===== src/rtl/sevseg_scan_pkg.sv =====
// Shared constants and helpers for the seven-segment scan stages.
package sevseg_scan_pkg;

  localparam int         BCD_W   = 4;
  localparam logic [3:0] BCD_MAX = 4'd9;

  // A code is displayable only if the downstream decoder defines it (0..9).
  function automatic logic bcd_valid(input logic [BCD_W-1:0] code);
    return (code <= BCD_MAX);
  endfunction

endpackage


===== src/rtl/sevseg_scan_if.sv =====
// Host-side load port and decoder/digit-drive outputs of the display scanner.
interface sevseg_scan_if
  import sevseg_scan_pkg::*;
#(
  parameter int NDIG = 4
);

  logic                   LOAD;
  logic [BCD_W*NDIG-1:0]  VAL;
  logic                   BLANK_LZ;
  logic [BCD_W-1:0]       DIG;
  logic                   EN;
  logic [NDIG-1:0]        DSEL;
  logic                   FRAME;

  modport master (
    output LOAD, VAL, BLANK_LZ,
    input  DIG, EN, DSEL, FRAME
  );

  modport slave (
    input  LOAD, VAL, BLANK_LZ,
    output DIG, EN, DSEL, FRAME
  );

endinterface


===== src/rtl/sevseg_prescaler.sv =====
// Free-running divider: TICK is high for one cycle every PRESCALE cycles,
// the first one PRESCALE cycles after reset is released.
module sevseg_prescaler #(
  parameter int PRESCALE = 1000
) (
  input  logic CLK,
  input  logic RESET,
  output logic TICK
);

  localparam int                CNT_W = $clog2(PRESCALE);
  localparam logic [CNT_W-1:0]  LAST  = CNT_W'(PRESCALE - 1);

  logic [CNT_W-1:0] cnt;

  // Count 0..PRESCALE-1 and wrap on the tick edge.
  always_ff @(posedge CLK or posedge RESET) begin
    if (RESET) begin
      cnt <= '0;
    end else if (cnt == LAST) begin
      cnt <= '0;
    end else begin
      cnt <= cnt + CNT_W'(1);
    end
  end

  assign TICK = (cnt == LAST);

endmodule


===== src/rtl/sevseg_scan.sv =====
// Multiplexed seven-segment scanner: presents one BCD digit per prescaler
// tick with a one-hot digit select, swaps in newly loaded values only at
// frame boundaries, and blanks invalid codes and (optionally) leading zeros.
module sevseg_scan
  import sevseg_scan_pkg::*;
#(
  parameter int NDIG     = 4,
  parameter int PRESCALE = 1000
) (
  input  logic           CLK,
  input  logic           RESET,
  sevseg_scan_if.slave   bus
);

  localparam int               IDX_W    = (NDIG > 1) ? $clog2(NDIG) : 1;
  localparam int               VAL_W    = BCD_W * NDIG;
  localparam logic [IDX_W-1:0] LAST_IDX = IDX_W'(NDIG - 1);

  logic             tick;
  // idx is the digit that the next tick will present; it starts at 0 so the
  // first tick after reset shows digit 0 and opens a frame.
  logic [IDX_W-1:0] idx;
  logic [VAL_W-1:0] display;
  logic [VAL_W-1:0] shadow;
  logic             pending;

  logic             commit;
  logic [VAL_W-1:0] src;
  logic [BCD_W-1:0] dig_next;
  logic             en_next;

  sevseg_prescaler #(
    .PRESCALE (PRESCALE)
  ) u_prescaler (
    .CLK   (CLK),
    .RESET (RESET),
    .TICK  (tick)
  );

  function automatic logic [BCD_W-1:0] digit_at(input logic [VAL_W-1:0] v,
                                                input logic [IDX_W-1:0] k);
    logic [BCD_W-1:0] d;
    d = '0;
    for (int j = 0; j < NDIG; j++) begin
      if (k == IDX_W'(j)) d = v[BCD_W*j +: BCD_W];
    end
    return d;
  endfunction

  // True when digit k and every more significant digit are zero.
  function automatic logic upper_zero(input logic [VAL_W-1:0] v,
                                      input logic [IDX_W-1:0] k);
    logic z;
    z = 1'b1;
    for (int j = 0; j < NDIG; j++) begin
      if ((IDX_W'(j) >= k) && (v[BCD_W*j +: BCD_W] != '0)) z = 1'b0;
    end
    return z;
  endfunction

  // Select the value for the digit about to be shown; on the frame-opening
  // tick a simultaneous LOAD wins over the shadow so it is visible at once.
  always_comb begin
    commit = tick && (idx == '0);
    src    = display;
    if (commit) begin
      if (bus.LOAD)    src = bus.VAL;
      else if (pending) src = shadow;
    end
    dig_next = digit_at(src, idx);
    en_next  = bcd_valid(dig_next) &&
               !(bus.BLANK_LZ && (idx != '0) && upper_zero(src, idx));
  end

  // Scan index, shadow capture and frame-boundary commit.
  always_ff @(posedge CLK or posedge RESET) begin
    if (RESET) begin
      idx     <= '0;
      display <= '0;
      shadow  <= '0;
      pending <= 1'b0;
    end else begin
      if (tick) idx <= (idx == LAST_IDX) ? '0 : idx + IDX_W'(1);
      if (commit) begin
        display <= src;
        pending <= 1'b0;
      end else if (bus.LOAD) begin
        shadow  <= bus.VAL;
        pending <= 1'b1;
      end
    end
  end

  // Registered display outputs, updated only on ticks; FRAME marks the cycle
  // after the tick that presented digit 0.
  always_ff @(posedge CLK or posedge RESET) begin
    if (RESET) begin
      bus.DIG   <= '0;
      bus.EN    <= 1'b0;
      bus.DSEL  <= '0;
      bus.FRAME <= 1'b0;
    end else begin
      bus.FRAME <= commit;
      if (tick) begin
        bus.DIG  <= dig_next;
        bus.EN   <= en_next;
        bus.DSEL <= NDIG'(1) << idx;
      end
    end
  end

endmodule


===== src/flat_wrapper.sv =====
// flat-port wrapper written by rule: the top's interface ports become plain ports
module sevseg_scan_flat import sevseg_scan_pkg::*;
#(
  parameter int NDIG     = 4,
  parameter int PRESCALE = 1000
)
  (CLK, RESET, bus_LOAD, bus_VAL, bus_BLANK_LZ, bus_DIG, bus_EN, bus_DSEL, bus_FRAME);
  sevseg_scan_if #(.NDIG(NDIG)) bus_i ();
  input  logic CLK;
  input  logic RESET;
  input wire logic [$bits(bus_i.LOAD)-1:0] bus_LOAD;
  input wire logic [$bits(bus_i.VAL)-1:0] bus_VAL;
  input wire logic [$bits(bus_i.BLANK_LZ)-1:0] bus_BLANK_LZ;
  output wire logic [$bits(bus_i.DIG)-1:0] bus_DIG;
  output wire logic [$bits(bus_i.EN)-1:0] bus_EN;
  output wire logic [$bits(bus_i.DSEL)-1:0] bus_DSEL;
  output wire logic [$bits(bus_i.FRAME)-1:0] bus_FRAME;
  assign bus_i.LOAD = bus_LOAD;
  assign bus_i.VAL = bus_VAL;
  assign bus_i.BLANK_LZ = bus_BLANK_LZ;
  assign bus_DIG = bus_i.DIG;
  assign bus_EN = bus_i.EN;
  assign bus_DSEL = bus_i.DSEL;
  assign bus_FRAME = bus_i.FRAME;
  sevseg_scan #(.NDIG(NDIG), .PRESCALE(PRESCALE)) u_core (.CLK(CLK), .RESET(RESET), .bus(bus_i));
endmodule

===== config.mk =====
export PLATFORM = sky130hd
export DESIGN_NAME = sevseg_scan_flat
export DESIGN_NICKNAME = d
export VERILOG_FILES = /design/src/rtl/sevseg_scan_pkg.sv /design/src/rtl/sevseg_scan_if.sv /design/src/rtl/sevseg_prescaler.sv /design/src/rtl/sevseg_scan.sv /design/src/flat_wrapper.sv
export SDC_FILE = /design/constraint.sdc
export NUM_CORES = 1
export LEC_CHECK = 0
export BUFFER_PORTS_ARGS = -buffer_cell sky130_fd_sc_hd__buf_2
export CAP_MARGIN = 20
export CORE_UTILIZATION = 53
export DETAILED_ROUTE_END_ITERATION = 10
export PLACE_DENSITY = 0.83
export SLEW_MARGIN = 10
export SYNTH_ARGS = -nofsm -noshare
export SYNTH_HDL_FRONTEND = slang
export SYNTH_SLANG_ARGS = --single-unit

===== constraint.sdc =====
create_clock -name CLK -period 2.3 [get_ports CLK]
set_input_delay 0.115 -clock CLK [delete_from_list [all_inputs] [get_ports CLK]]
set_output_delay 0.115 -clock CLK [all_outputs]
set_load 0.01 [all_outputs]

==> results of run 1 <==
==> layout make-up <==
type	instances	area [µm²]
repair inverters	1	8.758
repair buffers	48	316.6
inverters	16	72.57
flip-flops and latches	55	1376
well taps	70	87.58
multi-input cells	183	1351
clock buffers	8	100.1
fillers	438	1827
==> metal layers <==
metal	global-route usage (%)	vias to the layer above
li1	-	1050
met5	0	-
met2	38.24	122
met4	6.996	0
met3	3.614	20
met1	33.51	1115
==> kinds of logic after synthesis <==
kind of cell,Yosys count
adder cells (fa/ha/maj),6
flip-flops,55
AND/OR/NAND/NOR,83
AO/OA/AOI/OAI,66
XOR/XNOR,6
multiplexers,22
buffers and inverters,26
==> through the flow <==
| stage | TNS (ns) | power (W) |
|---|---|---|
| floorplan | 0 | 0.001101 |
| global placement | 0 | 0.001147 |
| detailed placement | 0 | 0.001151 |
| CTS | 0 | 0.001718 |
| global route | -0.05429 | 0.001773 |
| finish | 0 | 0.001710 |
==> placed cells by master, fill, tap and decap left out, types with 3 or more instances in the layout <==
master and count:
o22a_2 4, nand2_1 24, a41oi_1 3, mux2i_1 5, xor2_1 4, inv_1 12, clkbuf_8 7, mux2_2 16
and2_1 4, nand3_1 8, buf_4 16, and3_1 3, dfrtp_1 55, nor2_1 21, a21oi_1 4, nor2b_1 4
inv_2 3, buf_2 29, a31oi_1 3, o21ai_0 13, ha_1 4, nand2b_1 3, o22ai_1 7, a32oi_1 5
==> state kept, by name, indices dropped and copies added, names as in the netlist <==
register / count
u_core.pending: 1
u_core.display: 16
u_core.bus.FRAME: 1
u_core.bus.EN: 1
u_core.idx: 2
u_core.shadow: 16
u_core.bus.DSEL: 4
u_core.bus.DIG: 4
u_core.u_prescaler.cnt: 10
==> power breakdown <==
group / total [W] / internal [W] / switching (W)
sequential: 0.00101 / 0.000996 / 0.0000162
combinational: 0.000121 / 0.0000568 / 0.0000640
clock: 0.000577 / 0.000275 / 0.000302
==> worst min-delay path, delay by kind of cell <==
family | cells | cell delay, ns
buf+inv | 3 | 0.68
==> repair_timing <==
action / 4_1_cts / 5_1_grt
resized for setup: 0 / 15
endpoints found under the setup margin: 0 / 3
setup buffers: 0 / 7
hold buffers: 0 / 0
==> worst min path at each step <==
stage	start	to	slack (ns)	cells past startpoint
5_1_grt	RESET	u_core.u_prescaler.cnt[8]	0.05	3
2_1_floorplan	bus_VAL[0]	u_core.shadow[0]	0.27	1
6_report	RESET	u_core.u_prescaler.cnt[8]	-0.01	3
3_3_place_gp	RESET	u_core.u_prescaler.cnt[4]	0.35	3
3_5_place_dp	RESET	u_core.u_prescaler.cnt[8]	0.35	3
4_1_cts	RESET	u_core.u_prescaler.cnt[8]	0.01	3
==> impl_metrics.json, run 1 <==
{
  "outcome": "finished, violations left",
  "violations": "hold timing",
  "slew_headroom_pct": 52.61,
  "timing.rr.start": "u_core.idx[1]",
  "placementRows": 26,
  "start_kind": "flip-flop",
  "clkSlewWorstSetupHoldPaths_ns": 0.09,
  "ys_warn_count": 0,
  "wl_met2_mm": 3.260,
  "synth.most_common_cell": "dfrtp_1",
  "start_util_pct": 55.33,
  "hold_violations": 39,
  "cts_tree": "yes",
  "postRouteAntennaNets": 0,
  "pre_cts_ws_ns": 0.02599,
  "ir_drop_mv": 0.3005,
  "hpwl_mm": 4.484,
  "port_buffers": 29,
  "required_ns": 2.50,
  "setup_viol": 0,
  "worstPathArrival_ns": 2.48,
  "clkLatencyLatePin_ns": 0.31,
  "worstSetupEndpointType": "flip-flop",
  "cts_made_buffers": 5,
  "fmax_ghz": 0.4382,
  "synth-seq-cells": 55,
  "finClkSkew_ns": 0.01246,
  "place_congestion": 1.006,
  "max_stage_delay_ns": 0.59,
  "period_minus_slack_ns": 2.282,
  "core_mm2": 0.005140,
  "grt_pass1_wl_mm": 9.915,
  "first_pass_iters": 5,
  "critPathKind": "flip-flop to flip-flop",
  "worst-path-stages": 9,
  "ioPinCount": 30,
  "clock_path_buffers": 2,
  "synth-edff-count": 0,
  "maxSlewViolCount": 0,
  "wl_met1_mm": 2.872,
  "dr.max_layer_used": "met4",
  "drt_iter0_drc": 216,
  "syn-num-nets": 290,
  "synthAdderAreaFrac_pct": 2.640,
  "dieHeight_um": 75.25,
  "synth_top_area_cell": "dfrtp_1",
  "ys_top_cells_by_area": "dfrtp_1 48%, mux2_2 6.3%, nand2_1 3.3%",
  "worst_slew_pin_slew_ns": 0.7083,
  "netlist_top_cells_count": "55 x dfrtp_1, 25 x nand2_1, 21 x nor2_1",
  "antenna_found_initial": 0,
  "path_delay_family": "simple AND/OR/NAND/NOR gates",
  "hold_class": "input port to asynchronous set/reset pin",
  "htree_levels": 2,
  "synth-compound-area-share_pct": 17.42,
  "crit_top_cell": "nand2_1",
  "power.density_mw_per_mm2": 516.2,
  "crit_path_top_delay_cell": "or4_4",
  "yosys_most_used_dff": "dfrtp_1",
  "rr_worst_depth": 9,
  "avgSynthCellArea_um2": 10.77,
  "layoutNonFillerInstCount": 381,
  "crit_path_end": "u_core.bus.DIG[3]",
  "n_antenna_cell": 0,
  "setup_ws_ns": 0.01795,
  "cap_violations": 0,
  "wl_mm": 6.717,
  "area_delta_synth_final_pct": 16.50,
  "synthArstFlopShare_pct": 100.0,
  "grt.total_usage_pct": 23.76,
  "post_dp_cell_area_mm2": 0.003083,
  "root_buffer": "clkbuf_8",
  "ff2ff_setup_slack_ns": 0.02,
  "path_max_fanout": 8,
  "drc": 0,
  "wl_met3_um": 470,
  "min_period_over_period_pct": 99.22,
  "cp-startpoint": "u_core.idx[1]",
  "critPathBufInv": 1,
  "viasPerCell": 6.055,
  "layout.nets": 336,
  "synthMuxAreaShare_pct": 8.447,
  "fin_util_pct": 64.46,
  "wl_per_cell_um": 17.63,
  "synth_xor_area_share_pct": 1.848,
  "grt_max_degree": 56,
  "fp.dieArea_mm2": 0.005663,
  "cp_cell_sequence": "inv_2 -> ha_4 -> nand2_1 -> or4_4 -> o22a_2 -> o21ai_1 -> nand2_1 -> o2111a_1 -> a21o_1",
  "yosysUniqueCellTypes": 62,
  "clkSinkCount": 55,
  "vias": 2307,
  "yosys.area_share.simple_pct": 15.57,
  "r2r_end": "u_core.bus.DIG[3]",
  "leakagePower_nw": 1.608,
  "placed_cells": 365,
  "final_design_area_no_fill_mm2": 0.003313,
  "dieWidth_um": 75.25,
  "drive_gt1_share_pct": 32.80,
  "yosysTopAreaCellShare_pct": 48.39,
  "grt_pass1_vias": 2054,
  "seq_area_frac_synth_pct": 48.39,
  "synth_area_mm2": 0.002844,
  "grt.overflow.total": 0,
  "fin_hold_ws_ns": -0.01177,
  "syn_inst": 264,
  "synth_top_family_by_area": "compound AO/OA/AOI/OAI gates"
}
Power figures use the tool's default switching activity.
==> run 2: changes to the inputs <==
--- a/config.mk
+++ b/config.mk
@@ -5,7 +5,7 @@
 export SDC_FILE = /design/constraint.sdc
 export NUM_CORES = 1
 export LEC_CHECK = 0
-export BUFFER_PORTS_ARGS = -buffer_cell sky130_fd_sc_hd__buf_2
+export BUFFER_PORTS_ARGS = -buffer_cell sky130_fd_sc_hd__clkbuf_2
 export CAP_MARGIN = 20
 export CORE_UTILIZATION = 53
 export DETAILED_ROUTE_END_ITERATION = 10
==> run 2 against run 1 <==
Compared with the run above: the flow now finishes without violations; maximum frequency down 0.12%; critical path depth down 1; first-iteration DRC count up 8.8%; non-clock buffer count up 5; power up 5.2%; register-to-register slack about the same; worst setup slack worse by 0.0027 ns; count of clock-buffer cells in the layout down 2; worst hold slack better by 0.059 ns; largest power group unchanged.
==> impl_metrics.json, run 2 (synthesis gave the netlist of run 1 again) <==
{
  "grt_pass1_wl_mm": 10.18,
  "nFillCells": 415,
  "area_delta_synth_final_pct": 19.18,
  "grt_max_degree": 29,
  "placementRows": 26,
  "power.density_mw_per_mm2": 531.0,
  "fmax_ghz": 0.4377,
  "clkLatencyLatePin_ns": 0.31,
  "leakagePower_nw": 1.654,
  "postRouteAntennaNets": 0,
  "hold_violations": 0,
  "drc": 0,
  "fp.dieArea_mm2": 0.005663,
  "required_ns": 2.50,
  "rr_worst_depth": 8,
  "antenna_found_initial": 0,
  "crit_path_top_delay_cell": "or4_4",
  "maxSlewViolCount": 0,
  "timing.rr.start": "u_core.u_prescaler.cnt[1]",
  "dr.max_layer_used": "met4",
  "grt.total_usage_pct": 24.44,
  "setup_viol": 0,
  "clock_path_buffers": 2,
  "cp_cell_sequence": "ha_4 -> nand4b_4 -> or4_4 -> o22ai_2 -> a21oi_2 -> o41ai_2 -> a31oi_1 -> a21boi_1",
  "ir_drop_mv": 0.4286,
  "cts_tree": "yes",
  "timing.setup.tns_ns": 0,
  "worstPathArrival_ns": 2.48,
  "pre_cts_ws_ns": -0.02549,
  "fin_util_pct": 65.94,
  "drive_gt1_share_pct": 35.13,
  "wl_met2_mm": 3.225,
  "grt_pass1_vias": 2162,
  "core_mm2": 0.005140,
  "vias": 2223,
  "cp-startpoint": "u_core.u_prescaler.cnt[1]",
  "ioPinCount": 30,
  "cts_made_buffers": 5,
  "worstSetupEndpointType": "flip-flop",
  "htree_levels": 2,
  "wl_met3_um": 334,
  "setup_ws_ns": 0.01525,
  "viasPerCell": 5.759,
  "worstHoldStart": "bus_VAL[7]",
  "min_period_over_period_pct": 99.34,
  "critPathKind": "flip-flop to flip-flop",
  "first_pass_iters": 4,
  "wl_met1_mm": 2.839,
  "layout.nets": 341,
  "cap_violations": 0,
  "path_max_fanout": 8,
  "period_minus_slack_ns": 2.285,
  "path_delay_family": "compound AO/OA/AOI/OAI gates",
  "port_buffers": 29,
  "hold_class": "input port to flip-flop",
  "n_antenna_cell": 0,
  "start_kind": "flip-flop",
  "outcome": "finished clean",
  "final_common_cell": "dfrtp_1",
  "hpwl_mm": 4.381,
  "worst_slew_pin_slew_ns": 0.6268,
  "place_congestion": 0.9146,
  "drt_iter0_drc": 235,
  "wl_per_cell_um": 16.89,
  "max_stage_delay_ns": 0.60,
  "slew_headroom_pct": 58.06,
  "dieWidth_um": 75.25,
  "wl_mm": 6.521,
  "start_util_pct": 55.33,
  "clkSinkCount": 55,
  "worst-path-stages": 8,
  "layout_common_cells": "54 x dfrtp_1, 29 x clkbuf_2, 25 x nand2_1",
  "finClkSkew_ns": 0.005602,
  "clkSlewWorstSetupHoldPaths_ns": 0.09,
  "dieHeight_um": 75.25,
  "root_buffer": "clkbuf_8",
  "rsz0062_at_grt": "yes",
  "min_path_cells": 2,
  "critPathBufInv": 0,
  "grt.overflow.total": 0,
  "reg_top3": "u_core.display: 16 flops, u_core.shadow: 16 flops, u_core.u_prescaler.cnt: 10 flops"
}
[run 2: final cells by class]
cell class / count / area (µm²) / share of cell area, %
multi-input cells: 183 / 1381 / 40.75
flip-flops and latches: 55 / 1378 / 40.64
repair buffers: 53 / 344.1 / 10.15
well taps: 70 / 87.58 / 2.584
clock buffers: 6 / 82.58 / 2.436
inverters: 16 / 72.57 / 2.141
clock inverters: 2 / 35.03 / 1.034
repair inverters: 1 / 8.758 / 0.2584
[run 2: through the flow]
stage               total power [W]  instances  area, µm²  hold WS [ns]
floorplan                  0.001101        264       2844        0.2656
global placement           0.001149        365       3083        0.2015
detailed placement         0.001154        365       3083        0.2117
CTS                        0.001802        375       3226       0.05376
global route               0.001861        386       3390       0.05023
finish                     0.001800        386       3390       0.04699
[run 2: worst paths after layout]
kind                                        endpoint  slack [ns]
max                                    u_core.bus.EN        0.02
min                                 u_core.shadow[7]        0.05
max reg2reg                            u_core.bus.EN        0.02
min reg2reg                        u_core.bus.DIG[2]        0.48
max in group asynchronous          u_core.display[4]        1.34
min in group asynchronous  u_core.u_prescaler.cnt[2]        0.41
[run 2: power by group]
group	internal [W]	switching (W)
Clock	0.000353	0.000308
Sequential	0.000996	0.0000171
Combinational	0.0000596	0.0000663
Total	0.00141	0.000392
[run 2: metal layers]
metal  vias up  track usage [%]
met2        80            41.34
met5         -                0
met4         0            8.025
met1      1069            32.12
li1       1060                -
met3        14            4.150
[run 2: timing repair]
item                                    in CTS  in global routing
hold buffers                                 1                  0
endpoints found under the hold margin       27                  0
buffers inserted                             1                 10
cloned                                       0                  1
gates resized for setup                      3                 16
pin swaps                                    3                  9
endpoints found under the setup margin       1                  4
==> run 3: changes to the inputs <==
--- a/config.mk
+++ b/config.mk
@@ -7,9 +7,9 @@
 export LEC_CHECK = 0
 export BUFFER_PORTS_ARGS = -buffer_cell sky130_fd_sc_hd__clkbuf_2
 export CAP_MARGIN = 20
-export CORE_UTILIZATION = 53
+export CORE_UTILIZATION = 58
 export DETAILED_ROUTE_END_ITERATION = 10
-export PLACE_DENSITY = 0.83
+export PLACE_DENSITY = 0.86
 export SLEW_MARGIN = 10
 export SYNTH_ARGS = -nofsm -noshare
 export SYNTH_HDL_FRONTEND = slang
==> constraint.sdc (replaced) <==
create_clock -name CLK -period 2.4 [get_ports CLK]
set_input_delay 0.12 -clock CLK [delete_from_list [all_inputs] [get_ports CLK]]
set_output_delay 0.12 -clock CLK [all_outputs]
set_load 0.01 [all_outputs]
==> run 3 against run 2 <==
Compared with the run above: the run now ends with hold timing left; combinational power shrank 9.5%; clock power shrank 15%; via count grew 0.40%; count of clock-buffer cells in the layout grew 2; maximum frequency shrank 2.1%; global-route usage grew 1.9 points; worst setup slack gained 0.050 ns; final cell count shrank 3.6%; first-iteration DRC count grew 38%; non-clock buffer count shrank 11; critical endpoint unchanged; largest power group unchanged.
==> impl_metrics.json, run 3 (synthesis gave the netlist of run 1 again) <==
{
  "outcome": "finished, violations left",
  "violations": "hold timing",
  "cap_violations": 0,
  "grt.total_usage_pct": 26.32,
  "path_max_fanout": 9,
  "core_mm2": 0.004723,
  "antenna_found_initial": 0,
  "worstSetupEndpointType": "flip-flop",
  "hold_class": "input port to asynchronous set/reset pin",
  "cp_cell_sequence": "ha_2 -> and4b_2 -> nand4_4 -> buf_4 -> o22ai_1 -> a21oi_2 -> o41ai_2 -> a31oi_1 -> a21boi_1",
  "max_stage_delay_ns": 0.41,
  "dieHeight_um": 72.03,
  "maxSlewViolCount": 0,
  "placementRows": 25,
  "power.total_w": 0.001645,
  "layout_common_cells": "55 x dfrtp_1, 29 x clkbuf_2, 25 x nand2_1",
  "fin_util_pct": 68.61,
  "critPathKind": "flip-flop to flip-flop",
  "dr.max_layer_used": "met4",
  "fin_hold_ws_ns": -0.03857,
  "slew_headroom_pct": 51.31,
  "drive_gt1_share_pct": 30.16,
  "n_antenna_cell": 0,
  "worstPathArrival_ns": 2.53,
  "power.density_mw_per_mm2": 507.5,
  "pwr-share-comb_pct": 6.9,
  "power.share.clock_pct": 34.1,
  "path_delay_family": "compound AO/OA/AOI/OAI gates",
  "grt_pass1_vias": 2207,
  "cts_tree": "yes",
  "layout.nets": 330,
  "clock_path_buffers": 2,
  "ir_drop_mv": 0.2916,
  "reg_top3": "u_core.display: 16 flops, u_core.shadow: 16 flops, u_core.u_prescaler.cnt: 10 flops",
  "leakagePower_nw": 1.565,
  "start_kind": "flip-flop",
  "grt_pass1_wl_mm": 10.56,
  "viasPerCell": 6.000,
  "postRouteAntennaNets": 0,
  "hpwl_mm": 4.348,
  "min_period_over_period_pct": 97.27,
  "final_common_cell": "dfrtp_1",
  "wl_met2_mm": 3.132,
  "p_sw_w": 0.0003718,
  "wl_per_cell_um": 17.43,
  "seqPwrFrac_pct": 59.0,
  "fmax_ghz": 0.4284,
  "ioPinCount": 30,
  "start_util_pct": 60.21,
  "htree_levels": 2,
  "critPathBufInv": 1,
  "nFillCells": 370,
  "grt_max_degree": 56,
  "clkSinkCount": 55,
  "hold_violations": 40,
  "drc": 0,
  "internal_power_w": 0.001273,
  "cts_made_buffers": 5,
  "clkLatencyLatePin_ns": 0.31,
  "cts_hold_buffers": 0,
  "multi_input_area_mm2": 0.001331,
  "dieWidth_um": 72.03,
  "wl_mm": 6.485,
  "place_congestion": 0.9475,
  "wl_met1_mm": 2.866,
  "required_ns": 2.60,
  "clkSlewWorstSetupHoldPaths_ns": 0.10,
  "swShare_pct": 22.60,
  "root_buffer": "clkbuf_8",
  "grt.overflow.total": 0,
  "layoutNonFillerInstCount": 372,
  "port_buffers": 29,
  "drt_iter0_drc": 324,
  "seq_area_mm2": 0.001376,
  "first_pass_iters": 4,
  "vias": 2232,
  "area_delta_synth_final_pct": 13.95,
  "worst_slew_pin_slew_ns": 0.7276,
  "placed_cells": 359,
  "crit_path_top_delay_cell": "dfrtp_1",
  "finClkSkew_ns": 0.006807,
  "wl_met3_um": 367,
  "fp.dieArea_mm2": 0.005188,
  "period_minus_slack_ns": 2.334,
  "setup_viol": 0
}
## run 3: cell types whose count changed in the layout (fill, tap and decap cells not counted), moves of 2 or more
cell | before | now
o22ai_1 | 4 | 7
o22ai_2 | 4 | 1
mux2i_1 | 4 | 6
a21oi_1 | 3 | 5
mux2i_2 | 2 | 0
a21oi_2 | 3 | 1
buf_4 | 21 | 11
## run 3: layout make-up
type,count,share of cell area [%]
clock buffer,8,3.089
inverter,16,2.239
multi-input combinational,183,41.08
sequential,55,42.47
tap,67,2.587
timing repair buffer,42,8.263
timing repair inverter,1,0.2703
## run 3: metrics by stage
step,TNS [ns],cell area (µm²),setup slack (ns),hold slack [ns]
6_report,0,3241,0.06562,-0.03857
5_1_grt,-0.03046,3241,-0.01599,0.04122
4_1_cts,0,3157,0.01592,0.007029
3_5_place_dp,0,3057,0.04238,0.3423
3_3_place_gp,0,3057,0.1195,0.3286
2_1_floorplan,0,2844,0.1658,0.2706
## run 3: repair_timing
| action | CTS | global route |
|---|---|---|
| endpoints found under the setup margin | 0 | 4 |
| gates resized for setup | 0 | 10 |
| setup buffers | 0 | 4 |
## run 3: power groups by stage
| stage | registers (W) | clock network, W | logic (W) |
|---|---|---|---|
| after floorplan | 0.000982 | 0 | 0.0000734 |
| after global placement | 0.000986 | 0 | 0.000112 |
| after detailed placement | 0.000988 | 0 | 0.000115 |
| after CTS | 0.000970 | 0.000565 | 0.000115 |
| after global routing | 0.000974 | 0.000599 | 0.000126 |
| final | 0.000970 | 0.000561 | 0.000114 |
## run 3: worst paths after layout
| kind | slack, ns | depth (start not counted) | start | to |
|---|---|---|---|---|
| worst max-delay path | 0.07 | 9 | u_core.u_prescaler.cnt[0] | u_core.bus.EN |
| worst min-delay path | -0.04 | 3 | RESET | u_core.shadow[11] |
| worst max register to register | 0.07 | 9 | u_core.u_prescaler.cnt[0] | u_core.bus.EN |
| worst min register to register | 0.49 | 2 | u_core.bus.DSEL[0] | u_core.bus.DSEL[0] |
| max in group asynchronous | 1.96 | 3 | RESET | u_core.bus.DSEL[2] |
| min in group CLK | 0.05 | 2 | bus_VAL[15] | u_core.shadow[15] |
## run 3: tightest hold or removal path, stage by stage
cell and delay, ns:
clkbuf_2 0.08, inv_2 0.03, buf_4 0.54
## run 3: per-layer routing
metal | up-vias | GRT usage, %
li1 | 1035 | -
met1 | 1091 | 35.58
met2 | 84 | 42.56
met3 | 22 | 5.417
met4 | 0 | 9.150
met5 | - | 0
